===== config.mk =====
export PLATFORM = sky130hd
export DESIGN_NAME = param_seq_detector
export DESIGN_NICKNAME = d
export VERILOG_FILES = /design/src/rtl/param_seq_pkg.sv /design/src/rtl/sat_counter.sv /design/src/rtl/param_seq_detector.sv
export SDC_FILE = /design/constraint.sdc
export NUM_CORES = 1
export LEC_CHECK = 0
export BUFFER_PORTS_ARGS = -buffer_cell sky130_fd_sc_hd__buf_2
export CAP_MARGIN = 25
export CORE_ASPECT_RATIO = 1.75
export CORE_MARGIN = 1
export CORE_UTILIZATION = 27
export CTS_BUF_LIST = sky130_fd_sc_hd__clkbuf_8
export CTS_CLUSTER_DIAMETER = 50
export CTS_CLUSTER_SIZE = 16
export DETAILED_ROUTE_END_ITERATION = 10
export HOLD_SLACK_MARGIN = 0.08
export PLACE_DENSITY_LB_ADDON = 0.08
export SKIP_CTS_REPAIR_TIMING = 1
export SYNTH_ARGS = -nofsm -noshare
export SYNTH_HDL_FRONTEND = slang
export SYNTH_SLANG_ARGS = --single-unit

===== constraint.sdc =====
create_clock -name clk -period 3.2 [get_ports clk]
set_clock_uncertainty 0.1 [all_clocks]
set_input_delay 0.16 -clock clk [delete_from_list [all_inputs] [get_ports clk]]
set_output_delay 0.16 -clock clk [all_outputs]
set_load 0.01 [all_outputs]

===== src/rtl/param_seq_pkg.sv =====
// Shared constants and helpers for the programmable serial pattern detector.
// Imported by the detector top and its saturating counter.
package param_seq_pkg;

    localparam int DEF_PAT_W = 8;
    localparam logic [DEF_PAT_W-1:0] DEF_PATTERN = 8'b0000_1011;
    localparam int DEF_LEN = 4;
    localparam int DEF_CNT_W = 8;
    localparam logic [DEF_CNT_W-1:0] CNT_MAX = '1;

    function automatic int len_w(input int pat_w);
        return $clog2(pat_w + 1);
    endfunction

endpackage


===== src/rtl/sat_counter.sv =====
// Saturating up-counter; clear wins over increment.
// Used as the detector's match counter.
module sat_counter
    import param_seq_pkg::*;
#(
    parameter int W = DEF_CNT_W
) (
    input  logic         clk,
    input  logic         rst,
    input  logic         inc,
    input  logic         clr,
    output logic [W-1:0] cnt
);

    // Count up to all-ones and hold; a clear always returns to zero.
    always_ff @(posedge clk or posedge rst) begin
        if (rst) begin
            cnt <= '0;
        end else if (clr) begin
            cnt <= '0;
        end else if (inc && (cnt != '1)) begin
            cnt <= cnt + W'(1);
        end
    end

endmodule


===== src/rtl/param_seq_detector.sv =====
// Run-time programmable Mealy serial pattern detector with
// overlap control, zero-latency match flag and match counter.
module param_seq_detector
    import param_seq_pkg::*;
#(
    parameter int PAT_W = DEF_PAT_W,
    parameter int CNT_W = DEF_CNT_W,
    parameter logic [PAT_W-1:0] DEFAULT_PAT = PAT_W'(DEF_PATTERN),
    parameter int DEFAULT_LEN = DEF_LEN,
    localparam int LEN_W = len_w(PAT_W)
) (
    input  logic             clk,
    input  logic             rst,
    input  logic             in,
    input  logic             in_valid,
    input  logic             overlap,
    input  logic             pat_load,
    input  logic [PAT_W-1:0] pat_in,
    input  logic [LEN_W-1:0] len_in,
    input  logic             cnt_clr,
    output logic             out,
    output logic [CNT_W-1:0] match_cnt,
    output logic             cfg_err
);

    logic [PAT_W-1:0] pat;
    logic [LEN_W-1:0] len;
    logic [PAT_W-2:0] hist;
    logic [LEN_W-1:0] fill;

    logic [PAT_W-1:0] window;
    logic [PAT_W-1:0] mask;
    logic [LEN_W:0]   fill_p1;
    logic             enough;
    logic             match;
    logic             len_ok;

    assign window  = {hist, in};
    assign fill_p1 = {1'b0, fill} + {{LEN_W{1'b0}}, 1'b1};
    assign enough  = fill_p1 >= {1'b0, len};
    assign len_ok  = (len_in != '0) && (len_in <= LEN_W'(PAT_W));

    // Only the low len bits of the pattern take part in the compare.
    always_comb begin
        mask = '0;
        for (int i = 0; i < PAT_W; i++) begin
            mask[i] = LEN_W'(i) < len;
        end
    end

    // Match needs a qualified bit, no load this cycle and enough history.
    always_comb begin
        match = in_valid && !pat_load && !rst && enough
              && (((window ^ pat) & mask) == '0);
    end

    assign out = match;

    // Configuration, history shift register and illegal-load flag.
    always_ff @(posedge clk or posedge rst) begin
        if (rst) begin
            pat     <= DEFAULT_PAT;
            len     <= LEN_W'(DEFAULT_LEN);
            hist    <= '0;
            fill    <= '0;
            cfg_err <= 1'b0;
        end else begin
            cfg_err <= pat_load && !len_ok;
            if (pat_load) begin
                if (len_ok) begin
                    pat  <= pat_in;
                    len  <= len_in;
                    hist <= '0;
                    fill <= '0;
                end
            end else if (in_valid) begin
                if (match && !overlap) begin
                    hist <= '0;
                    fill <= '0;
                end else begin
                    hist <= window[PAT_W-2:0];
                    if (fill != LEN_W'(PAT_W - 1)) begin
                        fill <= fill + LEN_W'(1);
                    end
                end
            end
        end
    end

    sat_counter #(
        .W (CNT_W)
    ) u_cnt (
        .clk (clk),
        .rst (rst),
        .inc (match),
        .clr (cnt_clr),
        .cnt (match_cnt)
    );

endmodule


# Yosys cells after proc, flatten, opt, wreduce, memory -nomap -nowiden
# Cells that the tools add are included.
# word_totals
ff_bits,32
in_bits,19
word_cells,55
output_inout_bits,10
# op_classes
add_sub_neg,3
bitwise,2
order_cmp,10
n_mux,11
reduce_logical,20
n_eq_ne,3
# ops
operator,count
7-bit two-way mux,4
4-bit two-way mux,5
3-bit by 4-bit less-than comparator with 1-bit output (first input constant),4
8-bit two-way mux,2
8-bit by 1-bit adder with 8-bit output (second input constant),1
8-bit AND,1
1-bit logical AND,8
8-bit logical NOT,1
1-bit by 4-bit less-than comparator with 1-bit output (first input constant),2
2-bit by 4-bit less-than comparator with 1-bit output (first input constant),2
8-bit inequality test (second input constant),1
8-bit XOR,1
4-bit by 1-bit adder with 5-bit output (second input constant),1
5-bit by 4-bit greater-or-equal comparator with 1-bit output,1
4-bit by 1-bit adder with 4-bit output (second input constant),1
4-bit <= comparator (second input constant),1
1-bit logical NOT,4
4-bit by 3-bit inequality test with 1-bit output (second input constant),1
2-bit AND reduction,2
2-bit nonzero test,2
4-bit nonzero test,1
3-bit AND reduction,1
3-bit nonzero test,1
2-bit by 1-bit inequality test with 1-bit output (second input constant),1

# Logic depth before layout (Yosys ltp)
# Gate-level depths: netlist of the first run.
# logic_depth
word_depth,9
mapped_depth,10
depth_no_buf,9

# Modules after synthesis
# Synthesis of the first run repeated with hierarchy kept, for this count alone.
# hier_totals
cells_unflattened,163
hier_area_um2,1826.8
# by_module_without_submodules
mod,area_each_um2,n_inst,cells_each,seq_area_each_um2
param_seq_detector,1322.5,1,114,605.6
sat_counter,504.2,1,49,200.2

# Worst setup path before layout of the first run
# OpenSTA, ideal clock, no wires.
# synth_path
kind,register to register
start,register fill[0]
end,register u_cnt.cnt[5]
synth_period_minus_slack_ns,2.474
path_stages_with_launch,10
path_slack_ns,0.726
n_path_buf,1
setup_time_ns,0.125
arrival_time_ns,2.250
required_ns,2.975
path_cell_list,dfrtp_1 ha_1 xor2_1 ha_1 o21ai_0 o21ai_0 nand3b_4 buf_6 nor4_1 mux2_2
# synth_between
elab_chain_cells,6
# synth_rtl
item,line,source
"start, declared",param_seq_detector.sv:29,logic [LEN_W-1:0] fill;
"start signal, assigned",param_seq_detector.sv:83,fill <= fill + LEN_W'(1);
4-bit by 1-bit adder with 5-bit output,param_seq_detector.sv:39,"assign fill_p1 = {1'b0, fill} + {{LEN_W{1'b0}}, 1'b1};"
5-bit by 4-bit greater-or-equal comparator with 1-bit output,param_seq_detector.sv:40,"assign enough = fill_p1 >= {1'b0, len};"
1-bit logical AND,param_seq_detector.sv:53,match = in_valid && !pat_load && !rst && enough
1-bit logical AND,param_seq_detector.sv:54,&& (((window ^ pat) & mask) == '0);
1-bit logical AND,sat_counter.sv:21,end else if (inc && (cnt != '1)) begin
2-bit nonzero test (no source line),-,
"end signal, assigned",sat_counter.sv:22,cnt <= cnt + W'(1);
"end, declared",sat_counter.sv:12,output logic [W-1:0] cnt
# Every way passes these cells.
# A chain may end at the register's enable or synchronous reset.

# Worst setup path after layout of the first run
# Ends and elaborated chain as after synthesis.

==> impl_metrics.env, run 1 <==
export IMPL_tns_ps=0
export IMPL_min_period_ps=2590
export IMPL_register_area_um2=806
export IMPL_crit_path_max_incr_delay_ps=420
export IMPL_clockRootBuffer="clkbuf_8"
export IMPL_hp_class="primary input to flip-flop"
export IMPL_port_buffer_count=28
export IMPL_antenna_found_initial=0
export IMPL_rsz0062_at_grt="no"
export IMPL_critPathArrivalTime_ps=2670
export IMPL_area_delta_synth_final_pct=26.3
export IMPL_multi_input_area_um2=897
export IMPL_synth_top_area_frac=0.396
export IMPL_synth_edf_count=0
export IMPL_die_w_um=63.2
export IMPL_routed_via_count=1501
export IMPL_ys_seq_area_frac=0.455
export IMPL_yosys_register_bits=32
export IMPL_required_ps=3280
export IMPL_syn_nets=202
export IMPL_maxCapViolations=0
export IMPL_synth_area_per_cell_um2=10.0
export IMPL_drive_gt1_frac=0.259
export IMPL_gp_congestion=0.710
export IMPL_ant_nets=0
export IMPL_clock_latency_ps=290
export IMPL_crit_slowest_cell="dfrtp_1"
export IMPL_drt_iter0_drc=44
export IMPL_firstDrtPassIters=4
export IMPL_initial_core_util=0.282
export IMPL_clk_pin_slew_ps=70
export IMPL_viasPerCell=4.94
export IMPL_grt_use_total=0.138
export IMPL_worst_slew_pin_slew_ps=810
export IMPL_yosys_warnings=0
export IMPL_synth_cell_types=38
export IMPL_rrSetupSlack_ps=610
export IMPL_vdd_drop_max_mv=0.234
export IMPL_hpwlAfterDp_um=3250
export IMPL_layout_nets=248
export IMPL_grt_pass1_wl_um=7080
export IMPL_fin_crit_sh=0.808
export IMPL_io_pin_count=29
export IMPL_cts_made_buffers=5
export IMPL_synthArstFlopShare=1.00
export IMPL_power_leakage_nw=1.02
export IMPL_grt_pass1_vias=1517
export IMPL_hold_viol=0
export IMPL_total_power_mw=1.01
export IMPL_wl_per_cell_um=14.6
export IMPL_fmax_ghz=0.387
export IMPL_synth_flop_cell="dfrtp_1"
export IMPL_cts_buffer_depth=2
export IMPL_powerDensity_nw_per_um2=453
export IMPL_worstPathMaxFanout=12
export IMPL_slew_limit_headroom=0.459
export IMPL_nFillCells=687
export IMPL_routed_wl_um=4450
export IMPL_slew_violations=0
export IMPL_synthCells=177
export IMPL_grt_start_max_net_pins=25
export IMPL_synth_area_um2=1770
export IMPL_yosys_top_cells_area="dfrtp_1, mux2_2, dfstp_2"
export IMPL_path_class="flip-flop to flip-flop"
export IMPL_drc=0
export IMPL_htree_levels=2
export IMPL_die_y_um=109
export IMPL_overflow=0
export IMPL_dieArea_um2=6890
export IMPL_cp_end_kind="flip-flop"
export IMPL_cts_sinks=32
export IMPL_core_area_um2=6280
export IMPL_critPathLaunchType="flip-flop"
export IMPL_status="finished clean"
export IMPL_antenna_cells=0
export IMPL_setup_viol=0
export IMPL_rows=38
export IMPL_cp_cell_sequence="ha_1, xor2_1, ha_1, o21ai_0, o21ai_0, nand3b_4, nor4_1, mux2_2"
export IMPL_synth_top_cell_by_area="dfrtp_1"
export IMPL_finish_utilization=0.356
export IMPL_cts_tree="built"
-- path summary, 6_finish.rpt --
path,from,end,cells after the start
setup / recovery,fill[0]$_DFFE_PP0P_,u_cnt.cnt[5]$_DFFE_PP0P_,8
hold / removal,overlap,fill[0]$_DFFE_PP0P_,4
setup reg to reg,fill[0]$_DFFE_PP0P_,u_cnt.cnt[5]$_DFFE_PP0P_,8
hold reg to reg,pat[4]$_DFFE_PP0P_,pat[4]$_DFFE_PP0P_,1
max in group asynchronous,rst,pat[3]$_DFFE_PP1P_,4
min in group asynchronous,rst,len[3]$_DFFE_PP0P_,3
-- layout by cell type, fill, tap and decap left out --
cell	count
a2111oi_0	1
a211o_2	1
a211oi_1	2
a211oi_2	1
a21oi_1	8
a22oi_1	1
a31oi_1	2
a41oi_1	1
and2_1	1
and3_1	1
and4_1	1
buf_2	28
buf_4	2
clkbuf_8	6
dfrtp_1	28
dfstp_2	4
dlygate4sd3_1	16
ha_1	6
inv_1	9
mux2_2	13
mux2i_1	1
nand2_1	14
nand2b_1	5
nand3_1	15
nand3b_4	1
nor2_1	11
nor2b_1	4
nor3_1	4
nor4_1	1
nor4b_1	1
o211ai_1	1
o21a_1	3
o21ai_0	12
o31ai_1	3
or2_2	1
or3_4	1
or4_1	3
xnor2_1	2
xor2_1	9
-- power by group --
part	leakage (nW)	total, mW	internal (mW)	switching [mW]
clock network	0.0538	0.319	0.169	0.150
registers	0.412	0.494	0.451	0.0428
logic	0.554	0.200	0.104	0.0955
-- worst max-delay path: cells and delay by family (launching register included) --
family	cells	cell delay, ps
AO/OA/AOI/OAI	2	360
AND/OR/NAND/NOR	2	500
adder cells (fa/ha/maj)	2	560
flip-flops	1	420
XOR/XNOR	1	180
multiplexers	1	370
-- kinds of logic after synthesis --
family                   count (synthesis)  synth area share
AND/OR/NAND/NOR                         64             0.193
AO/OA/AOI/OAI                           36             0.129
flip-flops                              32             0.455
buffers and inverters                   14            0.0375
multiplexers                            14            0.0884
XOR/XNOR                                11            0.0545
adder cells (fa/ha/maj)                  6            0.0424
-- sequential cells by signal, indices dropped and copies added (netlist names) --
register,flops
cfg_err,1
len,4
hist,7
fill,4
u_cnt.cnt,8
pat,8
-- layer usage --
metal  vias up  wire [um]  GRT usage
met5         -          0          0
met4         0        165     0.0909
met3        13        121     0.0262
met2        36       2450      0.270
met1       732       1710      0.126
li1        720          -          -
-- area by class of cell --
cell class / instances / share of cell area
clock buffer: 6 / 0.0370
clock inverter: 2 / 0.00336
inverter: 7 / 0.0118
multi-input combinational: 131 / 0.401
sequential: 32 / 0.361
tap: 80 / 0.0448
timing repair buffer: 46 / 0.141
-- per-stage QoR --
step / hold slack (ps) / instance area, um2 / std cells / worst slack (ps)
CTS: -245 / 2070 / 288 / 597
global route: 215 / 2230 / 304 / 465
detailed placement: 66.2 / 1980 / 280 / 600
global placement: 60.2 / 1980 / 280 / 680
finish: 206 / 2230 / 304 / 613
floorplan: 168 / 1770 / 177 / 726
-- synthesized netlist by cell type, drive strengths merged (2+ instances only) --
master and n:
nand2 14, dfstp 4, nor3 4, nor2 11, o21ai 12, xnor2 2
dfrtp 28, mux2 13, or4 3, a211oi 3, nand3 15, inv 7
ha 6, o21a 3, o31ai 3, xor2 9, a31oi 2, clkbuf 5
nor2b 4, a21oi 8, nand2b 5
No activity file was read; power rests on OpenSTA's default activity.
==> inputs of run 2 (changes only) <==
--- a/config.mk
+++ b/config.mk
@@ -5,6 +5,7 @@
 export SDC_FILE = /design/constraint.sdc
 export NUM_CORES = 1
 export LEC_CHECK = 0
+export ABC_AREA = 1
 export BUFFER_PORTS_ARGS = -buffer_cell sky130_fd_sc_hd__buf_2
 export CAP_MARGIN = 25
 export CORE_ASPECT_RATIO = 1.75
==> constraint.sdc (replaced) <==
create_clock -name clk -period 2.2 [get_ports clk]
set_clock_uncertainty 0.1 [all_clocks]
set_input_delay 0.11 -clock clk [delete_from_list [all_inputs] [get_ports clk]]
set_output_delay 0.11 -clock clk [all_outputs]
set_load 0.01 [all_outputs]
==> run 2 against run 1 <==
Core utilization increased by 3.6 points. Highest routed layer unchanged. Synthesized area increased by 4.2%. Combinational power increased by 100%. Final cell count increased by 25%. Sequential cell count unchanged. Non-clock buffer count increased by 8. Global-route usage increased by 0.61 points. Clock-buffer cell count increased by 1. Sequential share of layout area decreased by 4.6 points.
==> impl_metrics.env, run 2 <==
export IMPL_status="finished clean"
export IMPL_path_class="flip-flop to output port"
export IMPL_tns_ps=0
export IMPL_synth_top_area_frac=0.380
export IMPL_grt_use_total=0.144
export IMPL_hold_start="cnt_clr"
export IMPL_worst_slew_pin_slew_ps=441
export IMPL_hpwlAfterDp_um=3650
export IMPL_fin_crit_sh=0.976
export IMPL_clk_pin_slew_ps=70
export IMPL_synth_area_per_cell_um2=7.71
export IMPL_clockRootBuffer="clkbuf_8"
export IMPL_layout_commonest_cell="nand2_1"
export IMPL_initial_core_util=0.282
export IMPL_maxCapViolations=0
export IMPL_critPathLaunchType="flip-flop"
export IMPL_yosys_register_bits=32
export IMPL_synth_cell_types=27
export IMPL_layout_common_cells="nand2_1, buf_2, dfrtp_1"
export IMPL_viasPerCell=4.40
export IMPL_drc=0
export IMPL_nFillCells=725
export IMPL_syn_nets=264
export IMPL_die_w_um=64.5
export IMPL_firstDrtPassIters=4
export IMPL_rows=39
export IMPL_grt_pass1_vias=1629
export IMPL_vdd_drop_max_mv=0.362
export IMPL_cp_startpoint="fill[1]$_DFFE_PP0P_"
export IMPL_ys_seq_area_frac=0.437
export IMPL_powerDensity_nw_per_um2=678
export IMPL_hp_class="primary input to flip-flop"
export IMPL_yosys_top_cells_area="dfrtp_1, nand2_1, nand3_1"
export IMPL_ant_nets=0
export IMPL_routed_wl_um=4740
export IMPL_slew_violations=0
export IMPL_drt_iter0_drc=42
export IMPL_slew_limit_headroom=0.706
export IMPL_yosys_warnings=0
export IMPL_place_area_um2=2110
export IMPL_final_critical_path_setup_slack_ps=52.0
export IMPL_dp_slack_ps=10.3
export IMPL_htree_levels=2
export IMPL_yosysMostFrequentCell="nand2_1"
export IMPL_synth_flop_cell="dfrtp_1"
export IMPL_core_area_um2=6540
export IMPL_dp_cells=351
export IMPL_worstPathMaxFanout=3
export IMPL_grt_start_max_net_pins=33
export IMPL_antenna_cells=0
export IMPL_antenna_found_initial=0
export IMPL_register_area_um2=808
export IMPL_port_buffer_count=28
export IMPL_synth_edf_count=0
export IMPL_overflow=0
export IMPL_area_delta_synth_final_pct=39.2
export IMPL_synthArstFlopShare=1.00
export IMPL_io_pin_count=29
export IMPL_synthCells=239
export IMPL_finalNonFillerCells=381
export IMPL_gp_congestion=0.822
export IMPL_die_y_um=111
export IMPL_multi_input_area_um2=1030
export IMPL_cts_tree="built"
export IMPL_setup_viol=0
export IMPL_synthTopCellsByCount="nand2_1, dfrtp_1, inv_1, nand3_1, nor2_1"
export IMPL_synth_top_cell_by_area="dfrtp_1"
export IMPL_timing_rr_start="fill[1]$_DFFE_PP0P_"
export IMPL_critPathArrivalTime_ps=1940
export IMPL_hold_viol=0
export IMPL_power_leakage_nw=1.32
export IMPL_rsz0062_at_grt="yes"
export IMPL_rrSetupSlack_ps=90
export IMPL_routed_via_count=1676
export IMPL_required_ps=1990
export IMPL_cts_sinks=32
export IMPL_top_regs="pat: 8 flops, u_cnt.cnt: 8 flops, hist: 7 flops"
export IMPL_stdcell_area_um2=2570
export IMPL_layout_nets=323
export IMPL_grt_pass1_wl_um=7660
export IMPL_synth_area_um2=1840
export IMPL_drive_gt1_frac=0.314
export IMPL_cts_buffer_depth=2
export IMPL_min_period_ps=2150
export IMPL_dieArea_um2=7170
export IMPL_wl_per_cell_um=12.5
export IMPL_clock_latency_ps=290
export IMPL_cts_made_buffers=5
export IMPL_fmax_ghz=0.466
export IMPL_cp_end_kind="output port"
-- run 2: layer usage --
layer,wire (um),global-route usage,up-vias
li1,-,-,869
met1,1780,0.147,776
met2,2680,0.260,22
met3,120,0.0267,9
met4,161,0.0874,0
met5,0,0,-
-- run 2: path summary, 6_finish.rpt --
| kind | endpoint | depth (start not counted) |
|---|---|---|
| min in group asynchronous | cfg_err$_DFF_PP0_ | 4 |
| max reg2reg | u_cnt.cnt[7]$_DFFE_PP0P_ | 14 |
| max in group asynchronous | pat[3]$_DFFE_PP1P_ | 4 |
| min | u_cnt.cnt[3]$_DFFE_PP0P_ | 4 |
| min reg2reg | pat[1]$_DFFE_PP1P_ | 2 |
| max | out | 10 |
-- run 2: layout make-up --
| type | count | area share |
|---|---|---|
| Sequential cell | 32 | 0.315 |
| Multi-Input combinational cell | 177 | 0.402 |
| Inverter | 28 | 0.0458 |
| Clock buffer | 7 | 0.0375 |
| Timing Repair Buffer | 54 | 0.148 |
| Clock inverter | 1 | 0.0117 |
| Tap cell | 82 | 0.0400 |
-- run 2: per-stage QoR --
step / hold WS [ps] / util / power [mW]
floorplan: 132 / - / 0.943
global placement: 197 / 0.322 / 1.06
detailed placement: 194 / 0.322 / 1.06
CTS: -122 / 0.342 / 1.69
global route: 80.1 / 0.392 / 1.86
finish: 52.7 / 0.392 / 1.74
-- run 2: cell families after synthesis --
family	Yosys count	share of synthesized area
muxes	5	0.0305
and+or+nand+nor	138	0.333
AOI/OAI and AO/OA	19	0.0516
DFF	32	0.437
adders and majority gates	6	0.0407
xor gates and xnor gates	8	0.0380
buffers and inverters	31	0.0686
-- run 2: where the power goes --
part           internal [mW]  total, mW  switching [mW]
registers              0.657      0.719          0.0617
clock network          0.399      0.619           0.220
logic                  0.183      0.404           0.220
total                   1.24       1.74           0.502
-- run 2: worst max-delay path: stages (launching register included) --
cell and delay [ps]:
dfrtp_2 440, nand3_2 100, xor2_2 160, inv_1 90, ha_4 220, a21oi_2 120
nand2_1 70, a21oi_2 120, nor2_2 60, and2_4 150, buf_6 120
